File: config.mk
export PLATFORM = sky130hd
export DESIGN_NAME = vga_fb_arbiter
export DESIGN_NICKNAME = d
export VERILOG_FILES = /design/src/rtl/vga_fb_arbiter.sv
export SDC_FILE = /design/constraint.sdc
export NUM_CORES = 1
export LEC_CHECK = 0
export BUFFER_PORTS_ARGS = -buffer_cell sky130_fd_sc_hd__buf_2
export CORE_AREA = 2 2 127 129
export CTS_BUF_LIST = sky130_fd_sc_hd__clkbuf_8
export CTS_CLUSTER_DIAMETER = 40
export CTS_CLUSTER_SIZE = 14
export DETAILED_ROUTE_END_ITERATION = 6
export DIE_AREA = 0 0 129 131
export PLACE_DENSITY = 0.65
export SYNTH_ARGS = -nofsm -noshare
export SYNTH_HDL_FRONTEND = slang
export SYNTH_SLANG_ARGS = --single-unit
File: constraint.sdc
create_clock -name clk_vga -period 1.92 [get_ports clk_vga]
set_input_delay 0.192 -clock clk_vga [delete_from_list [all_inputs] [get_ports clk_vga]]
set_output_delay 0.192 -clock clk_vga [all_outputs]
set_load 0.02 [all_outputs]
File: src/rtl/vga_fb_arbiter.sv
// -----------------------------------------------------------------------------
// vga_fb_arbiter
//
// Shares one single-port frame-buffer RAM between the display pixel fetch and
// a buffered writer. Display reads always win; writes are parked in a small
// FIFO and trickle into the RAM on cycles the display does not need the port.
//
// Parameters
//   AW     frame-buffer address width (640x480 words -> 19 bits)
//   DW     pixel / data width (RGB444 -> 12 bits)
//   DEPTH  write-buffer entries, power of two, at least 2
//
// Ports
//   clk_vga     pixel clock, the only clock of the block
//   rst_n       asynchronous active-low reset; release is re-timed inside
//   pix_req     display wants a pixel this cycle
//   pix_addr    address of that pixel
//   pix_data    fetched pixel, registered, holds when pix_valid=0
//   pix_valid   pix_data carries a new pixel this cycle (3 cycles after req)
//   wr_valid    writer offers a word
//   wr_addr     write address
//   wr_data     write data
//   wr_ready    buffer has room; transfer when wr_valid && wr_ready
//   mem_en      RAM enable (registered)
//   mem_we      RAM write enable (registered)
//   mem_addr    RAM address (registered, holds while idle)
//   mem_wdata   RAM write data (registered, holds while idle)
//   mem_rdata   RAM read data, valid the cycle after a read cycle
//   fifo_count  write-buffer occupancy, 0..DEPTH
// -----------------------------------------------------------------------------
module vga_fb_arbiter #(
  parameter int AW    = 19,
  parameter int DW    = 12,
  parameter int DEPTH = 4
) (
  input  logic                       clk_vga,
  input  logic                       rst_n,
  input  logic                       pix_req,
  input  logic [AW-1:0]              pix_addr,
  output logic [DW-1:0]              pix_data,
  output logic                       pix_valid,
  input  logic                       wr_valid,
  input  logic [AW-1:0]              wr_addr,
  input  logic [DW-1:0]              wr_data,
  output logic                       wr_ready,
  output logic                       mem_en,
  output logic                       mem_we,
  output logic [AW-1:0]              mem_addr,
  output logic [DW-1:0]              mem_wdata,
  input  logic [DW-1:0]              mem_rdata,
  output logic [$clog2(DEPTH):0]     fifo_count
);

  localparam int PW = $clog2(DEPTH);
  localparam int CW = PW + 1;

  // Port FSM encoding.
  localparam logic [1:0] ST_IDLE  = 2'd0;
  localparam logic [1:0] ST_READ  = 2'd1;
  localparam logic [1:0] ST_WRITE = 2'd2;

  logic [1:0]    state_q;
  logic [1:0]    state_d;
  logic          arb_en;
  logic          rd_pend;
  logic          push;
  logic          pop;
  logic [PW-1:0] wr_ptr;
  logic [PW-1:0] rd_ptr;
  logic [CW-1:0] count_q;

  logic [AW-1:0] fifo_addr [DEPTH];
  logic [DW-1:0] fifo_data [DEPTH];

  // ---------------------------------------------------------------------------
  // Reset release re-timing. Assertion clears everything at once; on release
  // this flag rises on the first edge, so the first arbitration happens on the
  // second edge after rst_n goes high.
  // ---------------------------------------------------------------------------
  always_ff @(posedge clk_vga or negedge rst_n) begin
    if (!rst_n) begin
      arb_en <= 1'b0;
    end else begin
      arb_en <= 1'b1;
    end
  end

  // ---------------------------------------------------------------------------
  // Arbitration: display first, then a buffered write, else idle.
  // ---------------------------------------------------------------------------
  always_comb begin
    // NOTE: every signal written here gets a default first so no path leaves
    // it unassigned, which would otherwise infer a latch.
    state_d = ST_IDLE;
    if (arb_en) begin
      if (pix_req) begin
        state_d = ST_READ;
      end else if (count_q != '0) begin
        state_d = ST_WRITE;
      end
    end
  end

  // Room is judged from the registered count only, so a pop on this edge
  // frees a slot that becomes visible on the next cycle.
  assign wr_ready   = (count_q < CW'(DEPTH));
  assign push       = wr_valid && wr_ready;
  assign pop        = (state_d == ST_WRITE);
  assign fifo_count = count_q;

  // ---------------------------------------------------------------------------
  // Write buffer storage.
  // ---------------------------------------------------------------------------
  // NOTE: the entry array is deliberately left out of reset; entries are only
  // ever read below the occupancy count, which is reset, so stale contents
  // are harmless and the array can map onto plain registers or LUT RAM.
  always_ff @(posedge clk_vga) begin
    if (push) begin
      fifo_addr[wr_ptr] <= wr_addr;
      fifo_data[wr_ptr] <= wr_data;
    end
  end

  // Pointers wrap naturally because DEPTH is a power of two.
  always_ff @(posedge clk_vga or negedge rst_n) begin
    if (!rst_n) begin
      wr_ptr  <= '0;
      rd_ptr  <= '0;
      count_q <= '0;
    end else begin
      if (push) begin
        wr_ptr <= wr_ptr + PW'(1);
      end
      if (pop) begin
        rd_ptr <= rd_ptr + PW'(1);
      end
      // Push and pop together leave the occupancy where it is.
      case ({push, pop})
        2'b10:   count_q <= count_q + CW'(1);
        2'b01:   count_q <= count_q - CW'(1);
        default: count_q <= count_q;
      endcase
    end
  end

  // ---------------------------------------------------------------------------
  // RAM port drive. All RAM controls are registered; address and write data
  // hold through idle cycles.
  // ---------------------------------------------------------------------------
  always_ff @(posedge clk_vga or negedge rst_n) begin
    // NOTE: state is updated with non-blocking assignments so every flop in
    // this block samples pre-edge values, matching the hardware it models.
    if (!rst_n) begin
      state_q   <= ST_IDLE;
      mem_en    <= 1'b0;
      mem_we    <= 1'b0;
      mem_addr  <= '0;
      mem_wdata <= '0;
    end else begin
      state_q <= state_d;
      case (state_d)
        ST_READ: begin
          mem_en   <= 1'b1;
          mem_we   <= 1'b0;
          mem_addr <= pix_addr;
        end
        ST_WRITE: begin
          mem_en    <= 1'b1;
          mem_we    <= 1'b1;
          mem_addr  <= fifo_addr[rd_ptr];
          mem_wdata <= fifo_data[rd_ptr];
        end
        default: begin
          mem_en <= 1'b0;
          mem_we <= 1'b0;
        end
      endcase
    end
  end

  // ---------------------------------------------------------------------------
  // Read return path. The read cycle is the cycle after the request edge; the
  // RAM answers one cycle later, and the pixel is captured on the edge after
  // that. Each stage is a single flop, so back-to-back requests stream out
  // back-to-back in request order.
  // ---------------------------------------------------------------------------
  always_ff @(posedge clk_vga or negedge rst_n) begin
    if (!rst_n) begin
      rd_pend   <= 1'b0;
      pix_valid <= 1'b0;
      pix_data  <= '0;
    end else begin
      rd_pend   <= (state_q == ST_READ);
      pix_valid <= rd_pend;
      if (rd_pend) begin
        pix_data <= mem_rdata;
      end
    end
  end

endmodule

==> results of run 1 <==
repair_timing:
| action | 4_1_cts | 5_1_grt |
|---|---|---|
| gates resized for setup | 1 | 6 |
| pin swaps | 0 | 4 |
| hold buffers | 46 | 0 |
| endpoints found under the hold margin | 155 | 0 |
| endpoints found under the setup margin | 1 | 1 |
| setup buffers | 0 | 0 |
logic make-up after synthesis:
| group | Yosys count | synth area share |
|---|---|---|
| compound gates | 20 | 0.0281 |
| xor+xnor | 6 | 0.00766 |
| fa+ha+maj | 7 | 0.0139 |
| buf+inv | 28 | 0.0226 |
| flops | 181 | 0.751 |
| mux | 56 | 0.145 |
| other cells | 1 | 0.000547 |
| simple gates | 34 | 0.0317 |
path summary, 6_finish.rpt:
kind,end,startpoint,depth (start not counted),slack [ns]
worst min register to register,rd_pend,state_q[1],1,0.40
max in group asynchronous,rd_ptr[0],rst_n,3,1.07
min in group asynchronous,arb_en,rst_n,2,0.22
worst min-delay path,mem_addr[12],pix_addr[12],3,0.14
worst max register to register,fifo_count[2],fifo_count[1],9,0.07
worst max-delay path,fifo_count[2],fifo_count[1],9,0.07
critical path, delay by kind of cell (launching register included):
kind	cells	cell delay [ns]
buffers and inverters	1	0.03
adder cells (fa/ha/maj)	3	0.70
AND/OR/NAND/NOR	3	0.39
XOR/XNOR	2	0.27
flip-flops	1	0.38
cell usage in the layout, fill, tap and decap left out, drive strengths merged, types with 2 or more instances in the layout:
cell / n
a221o: 18
and2: 4
buf: 142
bufinv: 3
clkbuf: 19
clkinv: 3
dfrtp: 57
dlygate4sd3: 46
edfxtp: 124
ha: 6
inv: 15
mux2: 24
mux4: 31
nand2: 5
nor2: 2
nor2b: 3
nor3b: 19
xnor2: 4
xor2: 2
registers in the layout, summed over array words and instances, names as in the netlist, 2 cells and up:
register	count
fifo_addr	76
mem_wdata	12
rd_ptr	2
fifo_count	3
fifo_data	48
state_q	2
pix_data	12
mem_addr	19
wr_ptr	2
report_power, final:
group          internal [µW]  total [µW]  switching (µW)  leakage [µW]
registers               5020        5380             366       0.00181
logic                   1820        3680            1860       0.00140
clock network           1360        2690            1340      0.000219
total                   8190       11800            3560       0.00343
stage by stage:
| step | area [µm²] | std cells | hold WS [ns] |
|---|---|---|---|
| 3_3_place_gp | 7970 | 672 | 0.161 |
| 4_1_cts | 8840 | 750 | 0.0998 |
| 6_report | 8870 | 750 | 0.137 |
| 2_1_floorplan | 6870 | 333 | -0.104 |
| 3_5_place_dp | 7970 | 672 | 0.182 |
| 5_1_grt | 8870 | 750 | 0.131 |
final cells by class:
class / count / area (µm²)
inverters: 9 / 33.8
clock inverters: 13 / 153
fillers: 1178 / 6730
multi-input cells: 124 / 1590
repair buffers: 188 / 1410
well taps: 216 / 270
flip-flops and latches: 181 / 5150
clock buffers: 19 / 262
layer usage:
layer / part of all wire / track usage / routed length (µm) / vias to the layer above
met5: 0 / 0 / 0 / -
met4: 0.0084 / 0.0563 / 114 / 0
met3: 0.048 / 0.0444 / 647 / 12
met2: 0.51 / 0.299 / 7000 / 113
met1: 0.43 / 0.210 / 5830 / 1929
li1: - / - / - / 1695
==> impl_metrics.sql, run 1 <==
INSERT INTO impl_metrics (metric_group, metric, value, unit) VALUES
('worst_setup_path', 'timing.critical_path.to_type', 'register', ''),
('floorplanning', 'num_io_pins', '116', ''),
('yosys', 'ys_types', '26', ''),
('yosys', 'yosys_warnings', '0', ''),
('cts', 'cts-root-to-sink-buffers', '2', ''),
('timing', 'timing.final.max_slew_violations', '0', ''),
('cts', 'cts_max_level', '4', ''),
('worst_setup_path', 'timing.critical_path.arrival', '2.23', 'ns'),
('layout', 'diodes', '0', ''),
('outcome', 'run_status', 'finished, final reports clean', ''),
('worst_setup_path', 'cp.required', '2.29', 'ns'),
('yosys', 'synth_commonest_cells', '124 x edfxtp_1, 57 x dfrtp_1, 27 x mux4_2', ''),
('cts', 'cts.sinks', '181', ''),
('yosys', 'synth-edff-count', '124', ''),
('floorplanning', 'die_w', '129', 'µm'),
('layout', 'fin_nets', '594', ''),
('yosys', 'synth_area_per_cell', '20.6', 'µm²'),
('drt', 'via_per_inst', '5.00', ''),
('yosys', 'synth_sequential_area_ratio', '0.751', ''),
('drt', 'first_iter_violations', '190', ''),
('floorplanning', 'die-area', '16900', 'µm²'),
('cts', 'cts_tree', 'built', ''),
('timing', 'fin_ws', '0.0654', 'ns'),
('worst_setup_path', 'cell_with_the_biggest_individual_delay_on_the_critical_path', 'dfrtp_2', ''),
('drt', 'route.antenna.remaining_nets', '0', ''),
('yosys', 'syn-cell-area', '6860', 'µm²'),
('worst_setup_path', 'cp_cell_sequence', 'nor3_2 > nor3b_2 > ha_2 > ha_4 > inv_2 > fa_2 > xor2_1 > nor2_1 > xnor2_1', ''),
('timing', 'setup_tns', '0', 'ns'),
('global_routing', 'gr-usage-all-layers', '0.171', ''),
('floorplanning', 'initial_utilization', '0.440', ''),
('global_routing', 'globalRoute.totalOverflow', '0', ''),
('yosys', 'post-synth-top-count-cell', 'edfxtp_1', ''),
('floorplanning', 'core', '15600', 'µm²'),
('yosys', 'async_reset_ff_frac', '0.315', ''),
('global_routing', 'vias_in_the_first_global_route', '3950', ''),
('worst_setup_path', 'critical_path_class', 'register to register', ''),
('cts', 'root_buffer', 'clkbuf_8', ''),
('placement', 'portBuffers', '115', ''),
('min_path', 'timing.hold.worst.class', 'primary input to register', ''),
('placement', 'dp_slack', '-0.0848', 'ns'),
('job', 'max-cap-violations', '0', ''),
('timing', 'timing.final.crit_period', '1.85', 'ns'),
('yosys', 'synth_largest_type_area_fraction', '0.543', ''),
('timing', 'timing_hold_violations_final', '0', ''),
('drt', 'route.final.wire_length', '13600', 'µm'),
('global_routing', 'number_of_antenna_violations_at_the_first_check_in_global_routing', '0', ''),
('placement', 'detailedPlacementHpwl', '9000', 'µm'),
('layout', 'area_growth', '29.3', '%'),
('layout', 'fin_util', '0.569', ''),
('drt', 'drcViolationCount', '0', ''),
('drt', 'detail_route.first_pass.iterations', '4', ''),
('timing', 'rsz0062_at_grt', 'yes', ''),
('worst_setup_path', 'slowest_delay', '0.38', 'ns'),
('timing', 'timing.clock.skew', '0.0103', 'ns'),
('yosys', 'most_common_flop_cell_mapped_by_yosys', 'edfxtp_1', ''),
('yosys', 'synth_top_cell_by_area', 'edfxtp_1', ''),
('global_routing', 'grt_start_max_net_pins', '27', ''),
('yosys', 'ys_top_cells_by_area', 'edfxtp_1 54%, dfrtp_1 21%, mux4_2 8.9%, mux2_2 3.9%, a221o_1 2.6%', ''),
('yosys', 'post_synth_inst_count', '333', ''),
('worst_setup_path', 'largest_driver_fanout_on_the_critical_path', '2', ''),
('pwr', 'design_power_total', '11800', 'µW'),
('floorplanning', 'die_h', '131', 'µm'),
('pwr', 'irDropWorstVdd', '0.000720', 'V'),
('timing', 'min_period_over_period', '0.966', ''),
('cts', 'cts_made_buffers', '17', ''),
('yosys', 'synth-seq-cells', '181', ''),
('pwr', 'p_leak', '0.00343', 'µW'),
('placement', 'routabilityCongestion', '0.682', ''),
('timing', 'achievable-frequency', '539', 'MHz'),
('yosys', 'nets_in_the_synthesized_netlist', '406', ''),
('pwr', 'power-per-cell-area', '1330', 'nW/µm²'),
('worst_setup_path', 'critPathLaunchType', 'register', ''),
('cts', 'path_clk_slew', '0.09', 'ns'),
('layout', 'drive_gt1_frac', '0.448', ''),
('timing', 'final_setup_violating_endpoints', '0', ''),
('global_routing', 'first_pass_grt_wire_length', '21000', 'µm'),
('drt', 'dr_total_vias', '3749', ''),
('floorplanning', 'core.rowCount', '46', ''),
('cts', 'worstSkewPairLatency', '0.45', 'ns'),
('drt', 'detailed_route_wire_length_per_cell', '18.1', 'µm');
No activity file was read; power rests on OpenSTA's default activity.
==> run 2: changes to the inputs <==
ABC_AREA = 1   (was unset)
CORE_AREA = 2 2 131 133   (was 2 2 127 129)
DIE_AREA = 0 0 133 135   (was 0 0 129 131)
PLACE_DENSITY = 0.64   (was 0.65)
==> run 2 against run 1 <==
Effect of this change:
- combinational power increased by 17%
- flip-flop and latch count is the same
- die area increased by 6.2%
- non-clock buffer count did not move
- largest cell class unchanged
- clock skew up 0.00070 ns
- routed wire length grew 16%
- setup slack worse by 0.051 ns
- utilization fell by 0.86 points
- power increased by 2.9%
==> impl_metrics.sql, run 2 <==
INSERT INTO impl_metrics (metric_group, metric, value, unit) VALUES
('floorplanning', 'core.rowCount', '47', ''),
('yosys', 'synth_top_cell_by_area', 'edfxtp_1', ''),
('global_routing', 'number_of_antenna_violations_at_the_first_check_in_global_routing', '0', ''),
('pwr', 'irDropWorstVdd', '0.000567', 'V'),
('cts', 'root_buffer', 'clkbuf_8', ''),
('worst_setup_path', 'r2r_setup_slack', '0.01', 'ns'),
('cts', 'path_clk_slew', '0.09', 'ns'),
('drt', 'route.final.wire_length', '15800', 'µm'),
('worst_setup_path', 'r2r_end', 'fifo_count[2]', ''),
('layout', 'largest_register_ff_count', '76', ''),
('floorplanning', 'die-area', '18000', 'µm²'),
('layout', 'layout_common_cells', '246 x nand2_1, 124 x edfxtp_1, 115 x buf_2, 88 x nor2_1, 53 x dfrtp_1', ''),
('layout', 'reg.largest.list', 'fifo_addr: 76 flops, fifo_data: 48 flops, mem_addr: 19 flops', ''),
('cts', 'cts-root-to-sink-buffers', '2', ''),
('global_routing', 'globalRoute.totalOverflow', '0', ''),
('global_routing', 'vias_in_the_first_global_route', '5073', ''),
('floorplanning', 'core', '16400', 'µm²'),
('placement', 'portBuffers', '115', ''),
('layout', 'fin_nets', '910', ''),
('worst_setup_path', 'cp.required', '2.29', 'ns'),
('timing', 'min_period_over_period', '0.993', ''),
('drt', 'first_iter_violations', '313', ''),
('timing', 'final_setup_violating_endpoints', '0', ''),
('yosys', 'synth_sequential_area_ratio', '0.707', ''),
('timing', 'timing.final.max_slew_violations', '0', ''),
('floorplanning', 'num_io_pins', '116', ''),
('worst_setup_path', 'startpoint', 'fifo_count[1]', ''),
('timing', 'achievable-frequency', '525', 'MHz'),
('pwr', 'power-per-cell-area', '1320', 'nW/µm²'),
('layout', 'regArea', '5150', 'µm²'),
('yosys', 'synth_largest_type_area_fraction', '0.511', ''),
('global_routing', 'gr-usage-all-layers', '0.181', ''),
('floorplanning', 'die_w', '133', 'µm'),
('floorplanning', 'initial_utilization', '0.444', ''),
('worst_setup_path', 'reg2reg_from', 'fifo_count[1]', ''),
('timing', 'fin_ws', '0.0143', 'ns'),
('placement', 'detailedPlacementHpwl', '9860', 'µm'),
('cts', 'cts_max_level', '4', ''),
('cts', 'cts_made_buffers', '17', ''),
('worst_setup_path', 'crit_path_end', 'fifo_count[2]', ''),
('cts', 'cts_tree', 'built', ''),
('yosys', 'nets_in_the_synthesized_netlist', '735', ''),
('worst_setup_path', 'largest_driver_fanout_on_the_critical_path', '2', ''),
('min_path', 'timing.hold.worst.class', 'primary input to register', ''),
('worst_setup_path', 'critical_path_class', 'register to register', ''),
('worst_setup_path', 'timing.critical_path.arrival', '2.28', 'ns'),
('placement', 'dp_slack', '-0.209', 'ns'),
('timing', 'timing.clock.skew', '0.0110', 'ns'),
('timing', 'slew_headroom', '0.578', ''),
('layout', 'area_growth', '26.1', '%'),
('pwr', 'p_leak', '0.00401', 'µW'),
('drt', 'route.antenna.remaining_nets', '0', ''),
('placement', 'dp_cells', '989', ''),
('drt', 'via_per_inst', '4.74', ''),
('yosys', 'most_common_flop_cell_mapped_by_yosys', 'edfxtp_1', ''),
('drt', 'dr_total_vias', '5071', ''),
('layout', 'fin_util', '0.560', ''),
('yosys', 'ys_top_cells_by_area', 'edfxtp_1 51%, dfrtp_1 20%, nand2_1 13%, nor2_1 4.7%, nand3_1 2.6%', ''),
('yosys', 'async_reset_ff_frac', '0.315', ''),
('drt', 'detail_route.first_pass.iterations', '4', ''),
('drt', 'drcViolationCount', '0', ''),
('drt', 'detailed_route_wire_length_per_cell', '14.8', 'µm'),
('worst_setup_path', 'timing.reg2reg.worst_path_depth', '9', ''),
('timing', 'rsz0062_at_grt', 'yes', ''),
('worst_setup_path', 'timing.critical_path.to_type', 'register', ''),
('cts', 'worstSkewPairLatency', '0.46', 'ns'),
('yosys', 'syn-cell-area', '7280', 'µm²'),
('layout', 'drive_gt1_frac', '0.237', ''),
('yosys', 'synth-seq-cells', '181', ''),
('yosys', 'ys_types', '24', ''),
('yosys', 'post-synth-top-count-cell', 'nand2_1', ''),
('layout', 'diodes', '0', ''),
('layout', 'layout.cells.most_common', 'nand2_1', ''),
('job', 'max-cap-violations', '0', ''),
('placement', 'routabilityCongestion', '0.773', ''),
('yosys', 'synth-edff-count', '124', ''),
('layout', 'regMostFlops', 'fifo_addr', ''),
('timing', 'setup_tns', '0', 'ns'),
('timing', 'slew_at_the_pin_closest_to_its_max_slew_limit', '0.633', 'ns'),
('layout', 'fill_cells', '1389', ''),
('timing', 'timing.final.crit_period', '1.91', 'ns'),
('yosys', 'post_synth_inst_count', '662', ''),
('layout', 'multiInputGateArea', '1910', 'µm²'),
('timing', 'timing_hold_violations_final', '0', ''),
('floorplanning', 'die_h', '135', 'µm'),
('global_routing', 'grt_start_max_net_pins', '55', ''),
('layout', 'layout.cells.non_filler', '1069', ''),
('yosys', 'synth_area_per_cell', '11.0', 'µm²'),
('cts', 'cts.sinks', '181', ''),
('yosys', 'yosys_warnings', '0', ''),
('global_routing', 'first_pass_grt_wire_length', '25000', 'µm'),
('outcome', 'run_status', 'finished, final reports clean', ''),
('yosys', 'synth_commonest_cells', '248 x nand2_1, 124 x edfxtp_1, 92 x nor2_1', ''),
('worst_setup_path', 'critPathLaunchType', 'register', '');
-- run 2: cell count changes in the layout (fill, tap and decap cells not counted), moves of 4 or more --
cell and change:
inv_1 +18, buf_4 +6, o21ai_0 +12, and2_2 -4, nor2_4 +4, nand2_1 +241, mux4_1 -4, nor2_1 +86
mux2_2 -12, a221o_1 -18, buf_12 -6, mux4_2 -27, nor3b_1 -18, nand3_1 +38
-- run 2: worst min-delay path by stage --
stage | slack, ns | startpoint | cells after the start | end
detailed placement | 0.25 | rst_n | 1 | state_q[1]
floorplan | -0.10 | rst_n | 0 | arb_en
CTS | 0.01 | pix_addr[4] | 5 | mem_addr[4]
global route | 0.04 | pix_addr[4] | 5 | mem_addr[4]
global placement | 0.23 | rst_n | 1 | rd_pend
finish | 0.04 | pix_addr[4] | 5 | mem_addr[4]
-- run 2: through the flow --
stage / instance area (µm²) / total power, µW / hold WS, ns
6_report: 9190 / 12100 / 0.0414
5_1_grt: 9190 / 12900 / 0.0395
2_1_floorplan: 7310 / 8150 / -0.104
4_1_cts: 9120 / 12200 / 0.0145
3_3_place_gp: 8250 / 9440 / 0.235
3_5_place_dp: 8250 / 9560 / 0.252
-- run 2: kinds of logic after synthesis --
group,after synthesis,share of synthesized area
XOR/XNOR,5,0.00601
AND/OR/NAND/NOR,381,0.204
adder cells (fa/ha/maj),7,0.0131
other,1,0.000515
flip-flops,181,0.707
buffers and inverters,60,0.0407
multiplexers,12,0.0186
AO/OA/AOI/OAI,15,0.0103
-- run 2: power breakdown --
| group | switching (µW) | leakage (µW) | internal, µW |
|---|---|---|---|
| combinational | 2770 | 0.00200 | 1530 |
| sequential | 325 | 0.00181 | 4960 |
| clock | 1260 | 0.000198 | 1250 |
| total | 4360 | 0.00401 | 7740 |
-- run 2: final cells by class --
type / count / share of cell area
clock buffers: 17 / 0.0255
inverters: 28 / 0.0118
well taps: 220 / 0.0300
multi-input cells: 421 / 0.208
flip-flops and latches: 181 / 0.561
repair buffers: 188 / 0.148
clock inverters: 14 / 0.0159
-- run 2: worst max-delay path, stage by stage (launching register included) --
cell,delay [ns]
dfrtp_2,0.38
nor3_2,0.05
nor3b_2,0.21
ha_2,0.23
ha_4,0.13
inv_2,0.04
fa_2,0.35
or2_4,0.24
nand2_2,0.06
xor2_1,0.15
-- run 2: what timing repair did --
action / CTS / global route
setup endpoints to repair: 13 / 14
setup buffers: 1 / 2
pin swaps: 4 / 4
gates cloned: 0 / 1
endpoints found under the hold margin: 162 / 0
hold buffers: 45 / 0
resized for setup: 8 / 5
-- run 2: metal layers --
layer,wire [µm],vias to the layer above,GRT usage
li1,-,2498,-
met1,6430,2441,0.211
met2,8470,118,0.326
met3,726,14,0.0364
met4,187,0,0.0795
met5,0,-,0
